File: config.mk
export PLATFORM = sky130hd
export DESIGN_NAME = mul_div_unit
export DESIGN_NICKNAME = d
export VERILOG_FILES = /design/src/rtl/mul_div_unit.sv
export SDC_FILE = /design/constraint.sdc
export NUM_CORES = 1
export LEC_CHECK = 0
export BUFFER_PORTS_ARGS = -buffer_cell sky130_fd_sc_hd__buf_2
export CAP_MARGIN = 20
export CORE_MARGIN = 1
export CORE_UTILIZATION = 60
export DETAILED_ROUTE_END_ITERATION = 12
export HOLD_SLACK_MARGIN = 0.03
export PLACE_DENSITY = 0.8
export SETUP_SLACK_MARGIN = 0.4
export SLEW_MARGIN = 15
export SYNTH_ARGS = -nofsm -noshare
export SYNTH_HDL_FRONTEND = slang
export SYNTH_SLANG_ARGS = --single-unit
export TNS_END_PERCENT = 1
File: constraint.sdc
create_clock -name CLK -period 4.15 [get_ports CLK]
set_clock_uncertainty 0.1 [all_clocks]
set_input_delay 0 -clock CLK [delete_from_list [all_inputs] [get_ports CLK]]
set_output_delay 0 -clock CLK [all_outputs]
set_load 0.02 [all_outputs]
File: src/rtl/mul_div_unit.sv
// Iterative 32-bit multiply/divide unit for MULT/MULTU/DIV/DIVU with HI/LO result registers.
// One shift-add or restoring-subtract step per clock gives a fixed 33-cycle latency.
module mul_div_unit #(
  parameter int WIDTH = 32
) (
  input  logic             CLK,
  input  logic             RST,
  input  logic             Start,
  input  logic [1:0]       Op,
  input  logic [WIDTH-1:0] A,
  input  logic [WIDTH-1:0] B,
  input  logic             HiLoWre,
  input  logic             HiLoSel,
  input  logic [WIDTH-1:0] WriteData,
  output logic             Busy,
  output logic             Done,
  output logic [WIDTH-1:0] HI,
  output logic [WIDTH-1:0] LO
);

  typedef enum logic [1:0] {
    IDLE = 2'd0,
    RUN  = 2'd1,
    FIX  = 2'd2
  } stateT;

  stateT state, nextState;

  logic [1:0]         opReg;
  logic [WIDTH-1:0]   magB;
  logic [2*WIDTH-1:0] work;
  logic               resSign;
  logic               remSign;
  logic [5:0]         count;
  logic               doneReg;

  logic               isSigned;
  logic               lastIter;
  logic               hiLoWriteEn;
  logic [WIDTH-1:0]   absA;
  logic [WIDTH-1:0]   absB;
  logic [WIDTH:0]     mulSum;
  logic [WIDTH:0]     shiftedRem;
  logic               trialOk;
  logic [WIDTH-1:0]   remDiff;
  logic [2*WIDTH-1:0] mulStep;
  logic [2*WIDTH-1:0] divStep;
  logic [2*WIDTH-1:0] workNeg;
  logic [WIDTH-1:0]   quotFix;
  logic [WIDTH-1:0]   remFix;
  logic [2*WIDTH-1:0] fixResult;

  always_ff @(posedge CLK or negedge RST) begin
    if (!RST) begin
      state <= IDLE;
    end else begin
      state <= nextState;
    end
  end

  always_comb begin
    nextState = state;
    case (state)
      IDLE:    if (Start) nextState = RUN;
      RUN:     if (lastIter) nextState = FIX;
      FIX:     nextState = IDLE;
      default: nextState = IDLE;
    endcase
  end

  always_comb begin
    Busy        = (state != IDLE);
    Done        = doneReg;
    hiLoWriteEn = (state == IDLE) && !Start && HiLoWre;
  end

  // Both algorithms start from {0, operand}: multiplier for multiply, dividend for divide.
  always_comb begin
    isSigned = Op[0];
    absA     = (isSigned && A[WIDTH-1]) ? (~A + 1'b1) : A;
    absB     = (isSigned && B[WIDTH-1]) ? (~B + 1'b1) : B;
    lastIter = (count == 6'(WIDTH - 1));
  end

  always_comb begin
    mulSum  = {1'b0, work[2*WIDTH-1:WIDTH]} + (work[0] ? {1'b0, magB} : {(WIDTH+1){1'b0}});
    mulStep = {mulSum, work[WIDTH-1:1]};
  end

  // Shifted remainder is below 2*divisor, so a successful trial always fits back into WIDTH bits.
  always_comb begin
    shiftedRem = work[2*WIDTH-1:WIDTH-1];
    trialOk    = (shiftedRem >= {1'b0, magB});
    remDiff    = shiftedRem[WIDTH-1:0] - magB;
    divStep    = trialOk ? {remDiff, work[WIDTH-2:0], 1'b1}
                         : {work[2*WIDTH-2:0], 1'b0};
  end

  // A zero divisor keeps the all-ones quotient unsigned while the remainder sign fix restores A.
  always_comb begin
    workNeg   = ~work + 1'b1;
    quotFix   = (resSign && (magB != '0)) ? (~work[WIDTH-1:0] + 1'b1) : work[WIDTH-1:0];
    remFix    = remSign ? (~work[2*WIDTH-1:WIDTH] + 1'b1) : work[2*WIDTH-1:WIDTH];
    fixResult = opReg[1] ? {remFix, quotFix} : (resSign ? workNeg : work);
  end

  always_ff @(posedge CLK or negedge RST) begin
    if (!RST) begin
      opReg   <= '0;
      magB    <= '0;
      work    <= '0;
      resSign <= 1'b0;
      remSign <= 1'b0;
      count   <= '0;
    end else begin
      case (state)
        IDLE: begin
          if (Start) begin
            opReg   <= Op;
            magB    <= absB;
            work    <= {{WIDTH{1'b0}}, absA};
            resSign <= isSigned & (A[WIDTH-1] ^ B[WIDTH-1]);
            remSign <= isSigned & A[WIDTH-1];
            count   <= '0;
          end
        end
        RUN: begin
          work  <= opReg[1] ? divStep : mulStep;
          count <= count + 6'd1;
        end
        default: ;
      endcase
    end
  end

  always_ff @(posedge CLK or negedge RST) begin
    if (!RST) begin
      HI      <= '0;
      LO      <= '0;
      doneReg <= 1'b0;
    end else begin
      doneReg <= (state == FIX);
      if (state == FIX) begin
        HI <= fixResult[2*WIDTH-1:WIDTH];
        LO <= fixResult[WIDTH-1:0];
      end else if (hiLoWriteEn) begin
        if (HiLoSel) begin
          HI <= WriteData;
        end else begin
          LO <= WriteData;
        end
      end
    end
  end

endmodule

==> results.md <==
* Syn Area/Cell at 7.89 um2
* Power density over cell area at roughly 760 mW/mm2
* DR WL/cell at 22.4 um
* Vias in the first global route at around 15000
* Worst-path cell chain: and2_1, ha_1, inv_1, fa_1, nand2b_1, a21oi_1, or4b_2, nand3b_1, o311ai_0, a21oi_1, xnor2_1, o21ai_0
* CP Data Arrival Time at around 3.8 ns
* Mapped Nets at between 2000 and 2500
* # setup viols final at 0
* Total GRT Usage at 43.4%
* Pre-antenna DRT Iters at 6
* Worst Path Required at ~4.3 ns
* Slew @ Worst Pin at between 1 and 1.5 ns
* Storage element area at 0.00431 mm2
* Placed cells at ~2300
* Initial antenna violation count at 2
* GRT overflow at 0
* Seq/Total Area, Yosys at 29.4%
* NumNets Final at 2265
* Synth Instances at ~1900
* Layout fillers at approximately 1700
* CTS tree: yes
* CTS Buf Count at 17
* First-pass GRT wire length at ~83000 um
* Worst Setup End Kind: register
* Setup CP Type: register to register
* Synth cell types at 72
* Buffers on Ports at 168
* Clock buffer depth at 2
* Number of hold violations in the final report at 0
* R2R setup slack at roughly 0.5 ns
* Setup WS post-layout at 0.497 ns
* Setup TNS at 0 ns
* Pre-CTS setup slack at roughly 0.33 ns
* Most used cell, CP: a21oi_1
* Async SR Flop Fraction at 100%
* R2r worst-path depth at 12
* Core footprint at roughly 0.024 mm2
* Critical path fanouts, max at 10
* Status: finished clean
* Post-synth top flop: dfrtp_1
* CTS sink cnt at around 170
* Post-synth EDFFs at 0
* Chip height at roughly 160 um
* Final HPWL DP at around 38000 um
* Peak Freq at 274 MHz
* Worst IR Drop VDD at 503 uV
* Final Wtd Congestion at between 1 and 1.5
* Width of the die at between 150 and 200 um
* Synthesized cell area at roughly 0.015 mm2
* Leakage power at approximately 7.5 nW
* CP max stage delay at roughly 0.52 ns
* Yosys reg bits at roughly 170
* CP Launch Type: register
* Most frequent cells in the layout: nand2_1, o21ai_0, dfrtp_1
* Clock Latency Late Sink at around 0.45 ns
* DRC at 0
* Clock-pin slew on the worst setup and hold paths at around 0.080 ns
* Max_cap viols at 0
* Multi-input gate area at 0.00968 mm2
* Period utilisation layout at 88.0%
* Initial core utilization at about 62%
* H-tree depth at 4
* Most common cell after layout, fill and taps aside: nand2_1
* Slew HR at 29.3%
* Layout area overhead at 20.2%
* Root buffer cell: clkbuf_16
* Share of cells above drive strength 1 at a little over an eighth
* Largest net degree at the start of global routing at around 100
* I/O pin total at 169
* Fin. max-slew vios at 0
* Worst hold path class: input port to register
* Synthesis Warnings at 0
* Die ar. at between 0.02 and 0.03 mm2
* Crit-path slowest cell: o311ai_0
* Final Routed Wirelength at 54400 um
* Iteration-0 DRC Markers at roughly 2000
* Final Critical Period at about 3.7 ns
* Hold depth at 3
* RSZ-0062 raised after global routing: yes
* Vias per cell at ~6.6
* # rows at 56
* Final non-filler cell total at around 2400
* Vias at between 15000 and 20000
* DRT antenna net count at 0
==> synth_stat cells (29+ instances only) <==
master / instances / area share [%]
mux2i_1: 91 / 6.2
nor3_1: 29 / 0.99
nand2_1: 223 / 5.7
xnor2_1: 97 / 5.8
ha_1: 69 / 5.9
nand3_1: 39 / 1.3
a21oi_1: 139 / 4.7
dfrtp_1: 172 / 29
inv_1: 61 / 1.6
clkbuf_1: 99 / 2.5
xor2_1: 63 / 3.8
nor2_1: 147 / 3.8
o21ai_0: 219 / 7.5
==> state kept, by name, indices dropped and copies added (netlist names) <==
name,count
Done,1
HI,32
LO,32
count,6
magB,32
opReg,1
remSign,1
resSign,1
state,2
work,64
==> power by group <==
part           switching, W  internal, W  leakage (nW)
combinational       0.00534      0.00325          5.22
sequential         0.000885      0.00224          2.03
clock              0.000864     0.000814         0.287
total               0.00709      0.00630          7.54
==> critical path: cells and delay by family, from the launching register on <==
family,cells,cell delay [ns]
compound gates,4,1.20
xor+xnor,1,0.30
simple gates,4,0.77
flops,1,0.50
fa+ha+maj,2,0.57
buf+inv,1,0.07
==> path summary, 6_finish.rpt <==
path | startpoint | to
worst max register to register | work[0]$_DFFE_PN0P_ | work[51]$_DFFE_PN0P_
min in group asynchronous | RST | work[10]$_DFFE_PN0P_
worst max-delay path | work[0]$_DFFE_PN0P_ | work[51]$_DFFE_PN0P_
worst min-delay path | Start | magB[31]$_DFFE_PN0P_
worst min register to register | magB[14]$_DFFE_PN0P_ | magB[14]$_DFFE_PN0P_
max in group asynchronous | RST | work[0]$_DFFE_PN0P_
==> through the flow <==
step	hold WS, ns	power [W]	utilization, %	instance area [um2]
finish	0.0871	0.0134	74.3	17600
global route	0.132	0.0141	74.3	17600
CTS	0.0510	0.0129	74.2	17600
detailed placement	0.0795	0.0111	66.6	15800
global placement	0.0736	0.0110	66.6	15800
floorplan	-0.396	0.00863	-	14600
==> final cells by class <==
cell class / count / share of cell area, %
multi-input combinational: 1507 / 55.0
sequential: 172 / 24.5
timing repair buffer: 330 / 13.5
clock buffer: 17 / 2.42
tap: 319 / 2.27
inverter: 62 / 1.34
clock inverter: 15 / 0.952
timing repair inverter: 1 / 0.0284
antenna: 2 / 0.0284
==> logic make-up (layout without fill, tap and decap cells) <==
group	after synthesis	after routing	share of synthesized area, %
and+or+nand+nor	590	590	18.9
AOI/OAI and AO/OA	584	584	24.2
buffers and inverters	177	425	4.72
DFF	172	172	29.4
xor gates and xnor gates	160	160	9.57
muxes	102	102	7.06
adders and majority gates	71	71	6.17
other	0	2	0
==> layer usage <==
metal | wire length [um] | vias to the layer above | GRT usage (%) | part of all wire [%]
met5 | 77 | - | 2.48 | 0.14
met4 | 2140 | 2 | 17.9 | 3.9
met3 | 6590 | 169 | 9.47 | 12
met2 | 23200 | 1110 | 64.5 | 43
met1 | 22400 | 7570 | 60.5 | 41
li1 | - | 7182 | - | -
==> timing repair <==
| action | in CTS | in global routing |
|---|---|---|
| setup buffers | 0 | 1 |
| gates resized for setup | 1 | 3 |
| hold buffers | 120 | 0 |
| gates cloned | 0 | 1 |
| endpoints found under the hold margin | 229 | 0 |
| endpoints found under the setup margin | 1 | 14 |
Note: power is estimated with default switching activity, not from simulation.
